`src/rtl/alu_pkg.sv`:
```
// alu_pkg
//   Shared definitions for the RV32I integer ALU slice: the alu_op encoding,
//   the RV32I major opcodes and funct7 values the decoder recognises, the
//   payload record carried from decode to the issue buffer, and a reference
//   ALU evaluation function used by the execution stage.
package alu_pkg;

  // ALU operation encoding seen on the alu_op port
  typedef enum logic [3:0] {
    ALU_ADD   = 4'd0,
    ALU_SUB   = 4'd1,
    ALU_SLL   = 4'd2,
    ALU_SLT   = 4'd3,
    ALU_SLTU  = 4'd4,
    ALU_XOR   = 4'd5,
    ALU_SRL   = 4'd6,
    ALU_SRA   = 4'd7,
    ALU_OR    = 4'd8,
    ALU_AND   = 4'd9,
    ALU_PASSB = 4'd10
  } alu_op_e;

  // RV32I major opcodes handled by this block
  localparam logic [6:0] OPC_OP     = 7'b0110011;
  localparam logic [6:0] OPC_OP_IMM = 7'b0010011;
  localparam logic [6:0] OPC_LUI    = 7'b0110111;
  localparam logic [6:0] OPC_AUIPC  = 7'b0010111;

  // funct7 values: base encoding and the alternate (SUB/SRA) encoding
  localparam logic [6:0] F7_BASE = 7'b0000000;
  localparam logic [6:0] F7_ALT  = 7'b0100000;

  // One decoded operation as held in the issue buffer
  typedef struct packed {
    alu_op_e     alu_op;
    logic [31:0] operand_a;
    logic [31:0] operand_b;
    logic [4:0]  rd_addr;
    logic        rd_we;
    logic        illegal;
  } alu_pay_t;

  // Result of one ALU operation; shifts use only the low five bits of b
  function automatic logic [31:0] alu_exec(alu_op_e op, logic [31:0] a, logic [31:0] b);
    logic [31:0] r;
    case (op)
      ALU_ADD:   r = a + b;
      ALU_SUB:   r = a - b;
      ALU_SLL:   r = a << b[4:0];
      ALU_SLT:   r = {31'b0, $signed(a) < $signed(b)};
      ALU_SLTU:  r = {31'b0, a < b};
      ALU_XOR:   r = a ^ b;
      ALU_SRL:   r = a >> b[4:0];
      ALU_SRA:   r = $unsigned($signed(a) >>> b[4:0]);
      ALU_OR:    r = a | b;
      ALU_AND:   r = a & b;
      ALU_PASSB: r = b;
      default:   r = '0;
    endcase
    return r;
  endfunction

endpackage

```
`src/rtl/alu_decode.sv`:
```
// alu_decode
//   Purely combinational RV32I decoder for the integer ALU subset
//   (OP, OP-IMM, LUI, AUIPC). Anything else, or a bad funct7 field, is
//   reported as illegal with a zeroed operation and no write-back.
// Ports
//   instr      in   32  instruction word
//   pc         in   32  instruction address (AUIPC operand)
//   rs1_data   in   32  register read of instr[19:15]
//   rs2_data   in   32  register read of instr[24:20]
//   alu_op     out   4  ALU operation (alu_op_e encoding)
//   operand_a  out  32  ALU operand A
//   operand_b  out  32  ALU operand B
//   rd_addr    out   5  destination register
//   rd_we      out   1  write-back enable
//   illegal    out   1  unsupported encoding
module alu_decode
  import alu_pkg::*;
(
  input  logic [31:0] instr,
  input  logic [31:0] pc,
  input  logic [31:0] rs1_data,
  input  logic [31:0] rs2_data,
  output logic [3:0]  alu_op,
  output logic [31:0] operand_a,
  output logic [31:0] operand_b,
  output logic [4:0]  rd_addr,
  output logic        rd_we,
  output logic        illegal
);

  logic [6:0]  opcode;
  logic [2:0]  funct3;
  logic [6:0]  funct7;
  logic [31:0] imm_i;
  logic [31:0] imm_u;
  logic [31:0] shamt;

  assign opcode = instr[6:0];
  assign funct3 = instr[14:12];
  assign funct7 = instr[31:25];
  assign imm_i  = {{20{instr[31]}}, instr[31:20]};
  assign imm_u  = {instr[31:12], 12'b0};
  assign shamt  = {27'b0, instr[24:20]};

  alu_op_e     op;
  logic [31:0] a;
  logic [31:0] b;
  logic        bad;

  // Operation selection. Each major opcode picks its operands, then funct3
  // picks the operation; funct7 only matters for the shift and ADD/SUB
  // forms. An illegal result overrides everything with zeros at the end so
  // nothing downstream can act on a half-decoded instruction.
  always_comb begin
    op  = ALU_ADD;
    a   = '0;
    b   = '0;
    bad = 1'b0;
    case (opcode)
      OPC_OP: begin
        a = rs1_data;
        b = rs2_data;
        if (funct7 == F7_BASE) begin
          case (funct3)
            3'b000:  op = ALU_ADD;
            3'b001:  op = ALU_SLL;
            3'b010:  op = ALU_SLT;
            3'b011:  op = ALU_SLTU;
            3'b100:  op = ALU_XOR;
            3'b101:  op = ALU_SRL;
            3'b110:  op = ALU_OR;
            default: op = ALU_AND;
          endcase
        end else if (funct7 == F7_ALT && funct3 == 3'b000) begin
          op = ALU_SUB;
        end else if (funct7 == F7_ALT && funct3 == 3'b101) begin
          op = ALU_SRA;
        end else begin
          bad = 1'b1;
        end
      end
      OPC_OP_IMM: begin
        a = rs1_data;
        b = imm_i;
        case (funct3)
          3'b000: op = ALU_ADD;
          3'b010: op = ALU_SLT;
          3'b011: op = ALU_SLTU;
          3'b100: op = ALU_XOR;
          3'b110: op = ALU_OR;
          3'b111: op = ALU_AND;
          3'b001: begin
            b = shamt;
            if (funct7 == F7_BASE) op = ALU_SLL;
            else bad = 1'b1;
          end
          default: begin
            b = shamt;
            if (funct7 == F7_BASE) op = ALU_SRL;
            else if (funct7 == F7_ALT) op = ALU_SRA;
            else bad = 1'b1;
          end
        endcase
      end
      OPC_LUI: begin
        op = ALU_PASSB;
        a  = '0;
        b  = imm_u;
      end
      OPC_AUIPC: begin
        op = ALU_ADD;
        a  = pc;
        b  = imm_u;
      end
      default: bad = 1'b1;
    endcase
    if (bad) begin
      op = ALU_ADD;
      a  = '0;
      b  = '0;
    end
  end

  assign alu_op    = op;
  assign operand_a = a;
  assign operand_b = b;
  assign rd_addr   = instr[11:7];
  assign illegal   = bad;
  // x0 is hard-wired to zero, so writes to it are suppressed here
  assign rd_we     = !bad && (instr[11:7] != 5'd0);

endmodule

```
`src/rtl/alu_issue.sv`:
```
// alu_issue
//   Decodes an RV32I ALU instruction and issues it one cycle later through a
//   valid/ready output. With USE_SKID=1 a main register plus a skid register
//   give full throughput while in_ready stays a flop output; with USE_SKID=0
//   a single register is used and in_ready is combinational.
// Ports
//   clk        in    1  rising-edge clock
//   rst        in    1  synchronous active-high reset
//   flush      in    1  discard all buffered entries
//   in_valid   in    1  upstream instruction valid
//   in_ready   out   1  block can accept an instruction
//   instr      in   32  instruction word
//   pc         in   32  instruction address
//   rs1_data   in   32  register read of instr[19:15]
//   rs2_data   in   32  register read of instr[24:20]
//   out_valid  out   1  issued operation valid
//   out_ready  in    1  downstream accepts
//   alu_op     out   4  ALU operation
//   operand_a  out  32  ALU operand A
//   operand_b  out  32  ALU operand B
//   rd_addr    out   5  destination register
//   rd_we      out   1  write-back enable
//   illegal    out   1  unsupported encoding
module alu_issue
  import alu_pkg::*;
#(
  parameter int unsigned USE_SKID = 1
) (
  input  logic        clk,
  input  logic        rst,
  input  logic        flush,
  input  logic        in_valid,
  output logic        in_ready,
  input  logic [31:0] instr,
  input  logic [31:0] pc,
  input  logic [31:0] rs1_data,
  input  logic [31:0] rs2_data,
  output logic        out_valid,
  input  logic        out_ready,
  output logic [3:0]  alu_op,
  output logic [31:0] operand_a,
  output logic [31:0] operand_b,
  output logic [4:0]  rd_addr,
  output logic        rd_we,
  output logic        illegal
);

  logic [3:0]  dec_alu_op;
  logic [31:0] dec_a;
  logic [31:0] dec_b;
  logic [4:0]  dec_rd_addr;
  logic        dec_rd_we;
  logic        dec_illegal;

  alu_decode u_decode (
    .instr     (instr),
    .pc        (pc),
    .rs1_data  (rs1_data),
    .rs2_data  (rs2_data),
    .alu_op    (dec_alu_op),
    .operand_a (dec_a),
    .operand_b (dec_b),
    .rd_addr   (dec_rd_addr),
    .rd_we     (dec_rd_we),
    .illegal   (dec_illegal)
  );

  alu_pay_t dec_pay;

  always_comb begin
    dec_pay.alu_op    = alu_op_e'(dec_alu_op);
    dec_pay.operand_a = dec_a;
    dec_pay.operand_b = dec_b;
    dec_pay.rd_addr   = dec_rd_addr;
    dec_pay.rd_we     = dec_rd_we;
    dec_pay.illegal   = dec_illegal;
  end

  alu_pay_t main_pay_q, main_pay_d;
  alu_pay_t skid_pay_q, skid_pay_d;
  logic     main_valid_q, main_valid_d;
  logic     skid_valid_q, skid_valid_d;
  logic     in_ready_q, in_ready_d;
  logic     in_fire;
  logic     out_fire;

  // The skid variant exposes a registered ready; the single-register
  // variant must look at out_ready directly to keep accepting while draining.
  assign in_ready = (USE_SKID != 0) ? in_ready_q : (!main_valid_q || out_ready);
  assign in_fire  = in_valid && in_ready;
  assign out_fire = main_valid_q && out_ready;

  // Buffer update. The main register refills whenever it is empty or being
  // drained, preferring the older skid entry over the new input so order is
  // kept. A new input that arrives while main is stalled parks in skid;
  // in_ready only admits it when skid is empty, so skid never overflows.
  always_comb begin
    main_pay_d   = main_pay_q;
    skid_pay_d   = skid_pay_q;
    main_valid_d = main_valid_q;
    skid_valid_d = skid_valid_q;
    if (flush) begin
      main_valid_d = 1'b0;
      skid_valid_d = 1'b0;
    end else if (!main_valid_q || out_fire) begin
      if (skid_valid_q) begin
        main_valid_d = 1'b1;
        main_pay_d   = skid_pay_q;
        skid_valid_d = 1'b0;
      end else if (in_fire) begin
        main_valid_d = 1'b1;
        main_pay_d   = dec_pay;
      end else begin
        main_valid_d = 1'b0;
      end
    end else if (in_fire && USE_SKID != 0) begin
      skid_valid_d = 1'b1;
      skid_pay_d   = dec_pay;
    end
    in_ready_d = !skid_valid_d;
  end

  always_ff @(posedge clk) begin
    if (rst) begin
      main_pay_q   <= '0;
      skid_pay_q   <= '0;
      main_valid_q <= 1'b0;
      skid_valid_q <= 1'b0;
      in_ready_q   <= 1'b1;
    end else begin
      main_pay_q   <= main_pay_d;
      skid_pay_q   <= skid_pay_d;
      main_valid_q <= main_valid_d;
      skid_valid_q <= skid_valid_d;
      in_ready_q   <= in_ready_d;
    end
  end

  assign out_valid = main_valid_q;
  assign alu_op    = main_pay_q.alu_op;
  assign operand_a = main_pay_q.operand_a;
  assign operand_b = main_pay_q.operand_b;
  assign rd_addr   = main_pay_q.rd_addr;
  assign rd_we     = main_pay_q.rd_we;
  assign illegal   = main_pay_q.illegal;

endmodule

```
`config.mk`:
```
export PLATFORM = sky130hd
export DESIGN_NAME = alu_issue
export DESIGN_NICKNAME = d
export VERILOG_FILES = /design/src/rtl/alu_pkg.sv /design/src/rtl/alu_decode.sv /design/src/rtl/alu_issue.sv
export SDC_FILE = /design/constraint.sdc
export NUM_CORES = 1
export LEC_CHECK = 0
export CELL_PAD_IN_SITES_DETAIL_PLACEMENT = 1
export CELL_PAD_IN_SITES_GLOBAL_PLACEMENT = 2
export CORE_ASPECT_RATIO = 1.25
export CORE_MARGIN = 3
export CORE_UTILIZATION = 28
export CTS_CLUSTER_SIZE = 24
export DETAILED_ROUTE_END_ITERATION = 10
export GPL_ROUTABILITY_DRIVEN = 1
export PLACE_DENSITY = 0.78
export SYNTH_ARGS = -nofsm -noshare
export SYNTH_HDL_FRONTEND = slang
export SYNTH_SLANG_ARGS = --single-unit
```
`constraint.sdc`:
```
create_clock -name clk -period 2.8 [get_ports clk]
set_input_delay 0.56 -clock clk [delete_from_list [all_inputs] [get_ports clk]]
set_output_delay 0.56 -clock clk [all_outputs]
set_load 0.03 [all_outputs]
```
Word level (Yosys, flattened, before mapping):

Cells that the tools add are included.

* bits in registers: 153
* latch bits: 0
* bits in writable memories: 0
* memory bits (read-only): 0
* bits of input ports: 133
* output and inout port bits: 77
* memories kept: 0

* add/sub/neg operators: 0
* multiply operators: 0
* divide/modulo/power cells: 0
* order comparisons: 0
* eq/ne operators: 12
* shift operators: 0
* multiplexer cells: 30
* bitwise operators: 2
* reductions and logical operators: 19

Operators with widths (count)
* 75-bit 2-to-1 mux: 2
* 32-bit 2-to-1 mux: 3
* 32-bit one-hot mux with 3 select lines: 1
* 32-bit one-hot mux with 2 select lines: 1
* 4-bit one-hot mux with 7 select lines: 2
* 7-bit by 6-bit == test with 1-bit output, second input constant: 3
* 4-bit 2-to-1 mux: 4
* 7-bit by 5-bit == test with 1-bit output, second input constant: 2
* 3-bit == test, second input constant: 4
* 4-bit one-hot mux with 3 select lines: 1
* 1-bit 2-to-1 mux: 11
* 7-bit logical NOT: 1
* 3-bit by 2-bit == test with 1-bit output, second input constant: 2
* 3-bit 2-to-1 mux: 2
* 3-bit AND reduction: 2
* 2-bit OR reduction: 3
* 6-bit OR reduction: 1
* 1-bit logical AND: 5
* 5-bit nonzero test: 1
* 3-bit by 1-bit == test with 1-bit output, second input constant: 1
* 1-bit logical NOT: 3
* 3-bit logical NOT: 1
* 1-bit one-hot mux with 3 select lines: 1
* 2-bit 2-to-1 mux: 1
* other kinds (4): 5

Logic depth before layout (Yosys ltp):

* word-level depth: 10
* mapped depth: 8
* gate-level depth less buffers: 4

By module:

From an unflattened synthesis, not the netlist that was laid out.

* cell total of the unflattened synthesis: 1026
* area, all modules: 8893.5 µm²

Modules (own cells, without submodules)
* alu_issue: times used 1, cells an instance 761, area each 7274.5 µm², seq. area each 3062.9 µm²
* alu_decode: times used 1, cells an instance 265, area each 1619.1 µm², seq. area each 0.0 µm²

Worst setup path after synthesis:

OpenSTA, ideal clock, no wires.

* kind: input to register
* start point: input instr[26]
* end point: register main_pay_q (netlist bit operand_b[16])
* library setup time: 96 ps
* arrival time: 2174 ps
* data required time: 2704 ps
* path slack: 531 ps
* cell stages on the path: 7
* path buffers: 3
* cell sequence: or4_4 buf_6 o31ai_4 a221oi_2 buf_6 buf_6 o41ai_2

* longest elaborated chain between the ends: 9
* elaborated cells between the ends (all ways): 15
* classes of those cells: eq/ne: 1; mux: 11; reduce/logical: 3

Ends and longest elaborated chain
* from (decl): RTL line alu_issue.sv:34 `input logic [31:0] instr,`
* 7-bit by 6-bit == test with 1-bit output: RTL line alu_decode.sv:74, alu_decode.sv:76, alu_decode.sv:100
* 1-bit logical AND: RTL line alu_decode.sv:76 `end else if (funct7 == F7_ALT && funct3 == 3'b101) begin`
* 1-bit 2-to-1 mux: RTL line alu_decode.sv:76
* 1-bit 2-to-1 mux: RTL line alu_decode.sv:74 `end else if (funct7 == F7_ALT && funct3 == 3'b000) begin`
* 1-bit 2-to-1 mux: RTL line alu_decode.sv:63 `if (funct7 == F7_BASE) begin`
* 1-bit one-hot mux with 3 select lines *: RTL line alu_decode.sv:59 `case (opcode)`
* 32-bit 2-to-1 mux *: RTL line alu_decode.sv:117 `if (bad) begin`
* 75-bit 2-to-1 mux *: RTL line alu_issue.sv:110 `end else if (in_fire) begin`
* 75-bit 2-to-1 mux *: RTL line alu_issue.sv:106 `if (skid_valid_q) begin`
* to (signal assigned): RTL line alu_issue.sv:131 `main_pay_q <= main_pay_d;`
* to (decl): RTL line alu_issue.sv:79 `alu_pay_t main_pay_q, main_pay_d;`

Every way passes the cells marked *; elsewhere a longest branch is shown, timed or not. The select of a mux whose other input is x is not followed.
A chain may end at the register's enable or synchronous reset.

Worst setup path in the final report:

* start point: input instr[12]
* end point: register skid_pay_q[16] (netlist name)

* longest elaborated chain between the ends: 7
* elaborated cells between the ends (all ways): 19
* classes of those cells: eq/ne: 7; mux: 8; reduce/logical: 4

Ends and longest elaborated chain
* 3-bit == test: RTL line alu_decode.sv:76
* 1-bit logical AND: RTL line alu_decode.sv:76
* 1-bit 2-to-1 mux: RTL line alu_decode.sv:76
* 1-bit 2-to-1 mux: RTL line alu_decode.sv:74
* 1-bit 2-to-1 mux: RTL line alu_decode.sv:63
* 1-bit one-hot mux with 3 select lines: RTL line alu_decode.sv:59
* 32-bit 2-to-1 mux *: RTL line alu_decode.sv:117
* to (signal assigned): RTL line alu_issue.sv:132 `skid_pay_q <= skid_pay_d;`
* to (decl): RTL line alu_issue.sv:80 `alu_pay_t skid_pay_q, skid_pay_d;`

Every way passes the cells marked *; elsewhere a longest branch is shown, timed or not.

==> results.ini <==
[timing]
skew_ps = 10.4
rsz0062_at_grt = false
fin_crit_sh_pct = 88.9
setup_ws_ps = 311
setup_viol = 0
clock.fmax_mhz = 402
worst_pin_slew_ps = 1160
maxSlewViolCount = 0
period_minus_slack_ps = 2490
slew_headroom_pct = 22.6
hold_violations = 0
finalSetupTns_ps = 0

[synthesis]
async_flop_share_pct = 0
yosysMostFrequentCell = dfxtp_1
yosys_warnings = 0
synth_top_area_share_pct = 36.7
ys.flop_type = dfxtp_1
synth_top_area_cell = dfxtp_1
synth_edf_count = 0
synth_cell_types = 66
synthCells = 1037
syn_area_mm2 = 0.00836
synth_area_per_cell_um2 = 8.06
yosysSeqAreaShare_pct = 36.7
synth.ff_latch_count = 153
synth_area_leaders = dfxtp_1 (37%), nand2_1 (6.6%), o21ai_0 (5.9%)
synth_common_cells = dfxtp_1 (153), nand2_1 (148), o21ai_0 (99)
syn-num-nets = 1170

[floorplan]
start_util_pct = 28.5
die_area_mm2 = 0.0320
core-area_mm2 = 0.0293
die_x_um = 161
die_y_um = 199
row_count = 70
io_pins = 210

[power_and_ir_drop]
total_power_w = 0.00551
power_density_mw_per_mm2 = 473
leakage_nw = 3.74
ir_drop_uv = 322

[placement]
dpl.hpwl_mm = 22.9
dp_slack_ps = -169
placement.io_buffers = 209
dp_cells = 1580
gp_congestion = 0.846

[layout]
fin_util_pct = 39.7
final_cells = 1613
drive_above_1_share_pct = 10.8
fillers = 3478
fin_nets = 1336
areaGrowthSynthToFinish_pct = 39.5

[global_routing]
grt_max_degree = 68
grt_pass1_vias = 9036
grt.total_usage_pct = 20.3
antenna_found_initial = 1
grt_pass1_wl_mm = 51.7
globalRouteOverflowTotal = 0
met2_usage_pct = 36.5
grt_busiest_layer = met2
gr-usage-met3_pct = 4.50
use_met1_pct = 24.5

[routing]
routed_via_density = 5.37
routed_wl_mm = 33.2
dr.pass1.iters = 4
ant_nets = 0
drcViolationCount = 0
wire_per_inst_um = 20.6
dr.first_iter.drc_count = 459
num_vias = 8657

[cts]
clk_latency_ps = 430
cts_made_buffers = 17
clk_pin_slew_ps = 70
cts_resized = 0
postCtsHoldBufs = 0
cts_tree = done
cts_setup_buffers = 0
h-tree-depth = 4
clock_path_buffers = 2
clockRootBuffer = clkbuf_16
cts.sinks = 153

[min_path]
hold_class = flip-flop to flip-flop

[critical_path]
crit_chain = clkdlybuf4s50_1, xor2_1, o21ai_0, buf_4, a32oi_1, o21ai_0
worstPathMaxFanout = 11
crit_buf_inv = 2
cp-end-kind = flip-flop
cp_common_cell = o21ai_0
max_stage_delay_ps = 910
cp_slowest_cell = a32oi_1
arrival_ps = 2750
critPathRequiredTime_ps = 3060
crit_family = compound AO/OA/AOI/OAI gates
crit_type = input port to flip-flop
startpoint_type = input port

[status]
status = finished, final reports clean

[run]
max-cap-violations = 0

## cells in the final DEF, fill, tap and decap left out, types with 32 or more instances in the layout
cell type / instances
buf_4: 49
nand2_1: 147
clkdlybuf4s50_1: 207
a211oi_1: 42
nand2b_1: 40
a32o_1: 32
o21ai_0: 99
dfxtp_1: 152
nand4_1: 66
nand3b_1: 36
inv_1: 38
## tightest hold or removal path, delay by kind of cell, from the launching register on
family             cells  cell delay [ps]
AOI/OAI and AO/OA      1               50
DFF                    1              310
and+or+nand+nor        1               50
## per-layer routing
metal	vias to the layer above	part of all wire, %
li1	4183	-
met1	4208	43
met2	230	50
met3	34	5.4
met4	2	1.9
met5	-	0.027
## logic make-up (layout without fill, tap and decap cells)
kind of cell	Yosys count	after routing	share of synthesized area [%]
and+or+nand+nor	384	384	24.7
AOI/OAI and AO/OA	322	322	28.9
buffers and inverters	161	340	7.76
DFF	153	153	36.7
muxes	15	15	1.80
xor gates and xnor gates	2	2	0.210
other	0	1	0
## per-stage QoR
step,hold slack (ps),cell area (um2)
detailed placement,440,11000
CTS,451,11700
finish,447,11700
global placement,433,11000
global route,468,11700
floorplan,425,8360
## flip-flops by register name, indices dropped and copies added (netlist names)
register,cells
alu_op,4
illegal,1
in_ready,1
operand_a,32
operand_b,32
out_valid,1
rd_addr,5
rd_we,1
skid_pay_q,75
skid_valid_q,1
## path summary, 6_finish.rpt
check / startpoint / endpoint / slack [ps] / cells after the start
worst max-delay path: instr[12] / skid_pay_q[16] / 310 / 6
worst min-delay path: skid_pay_q[39] / skid_pay_q[39] / 450 / 2
worst max register to register: skid_valid_q / operand_b[31] / 750 / 5
worst min register to register: skid_pay_q[39] / skid_pay_q[39] / 450 / 2
## power breakdown
group / leakage (nW) / switching [W] / total [W] / internal (W)
Combinational: 2.20 / 0.000464 / 0.000837 / 0.000373
Clock: 0.301 / 0.00108 / 0.00244 / 0.00136
Sequential: 1.24 / 0.0000261 / 0.00223 / 0.00220
Total: 3.74 / 0.00157 / 0.00551 / 0.00394
## area by class of cell
type / instances / area [um2] / area share [%]
multi-input cells: 723 / 4690 / 40.2
diodes: 1 / 2.50 / 0.0215
clock buffers: 18 / 429 / 3.68
repair buffers: 268 / 2650 / 22.7
clock inverters: 14 / 180 / 1.55
inverters: 40 / 150 / 1.29
well taps: 396 / 495 / 4.25
flip-flops and latches: 153 / 3070 / 26.3
(Power assumes the default switching activity.)
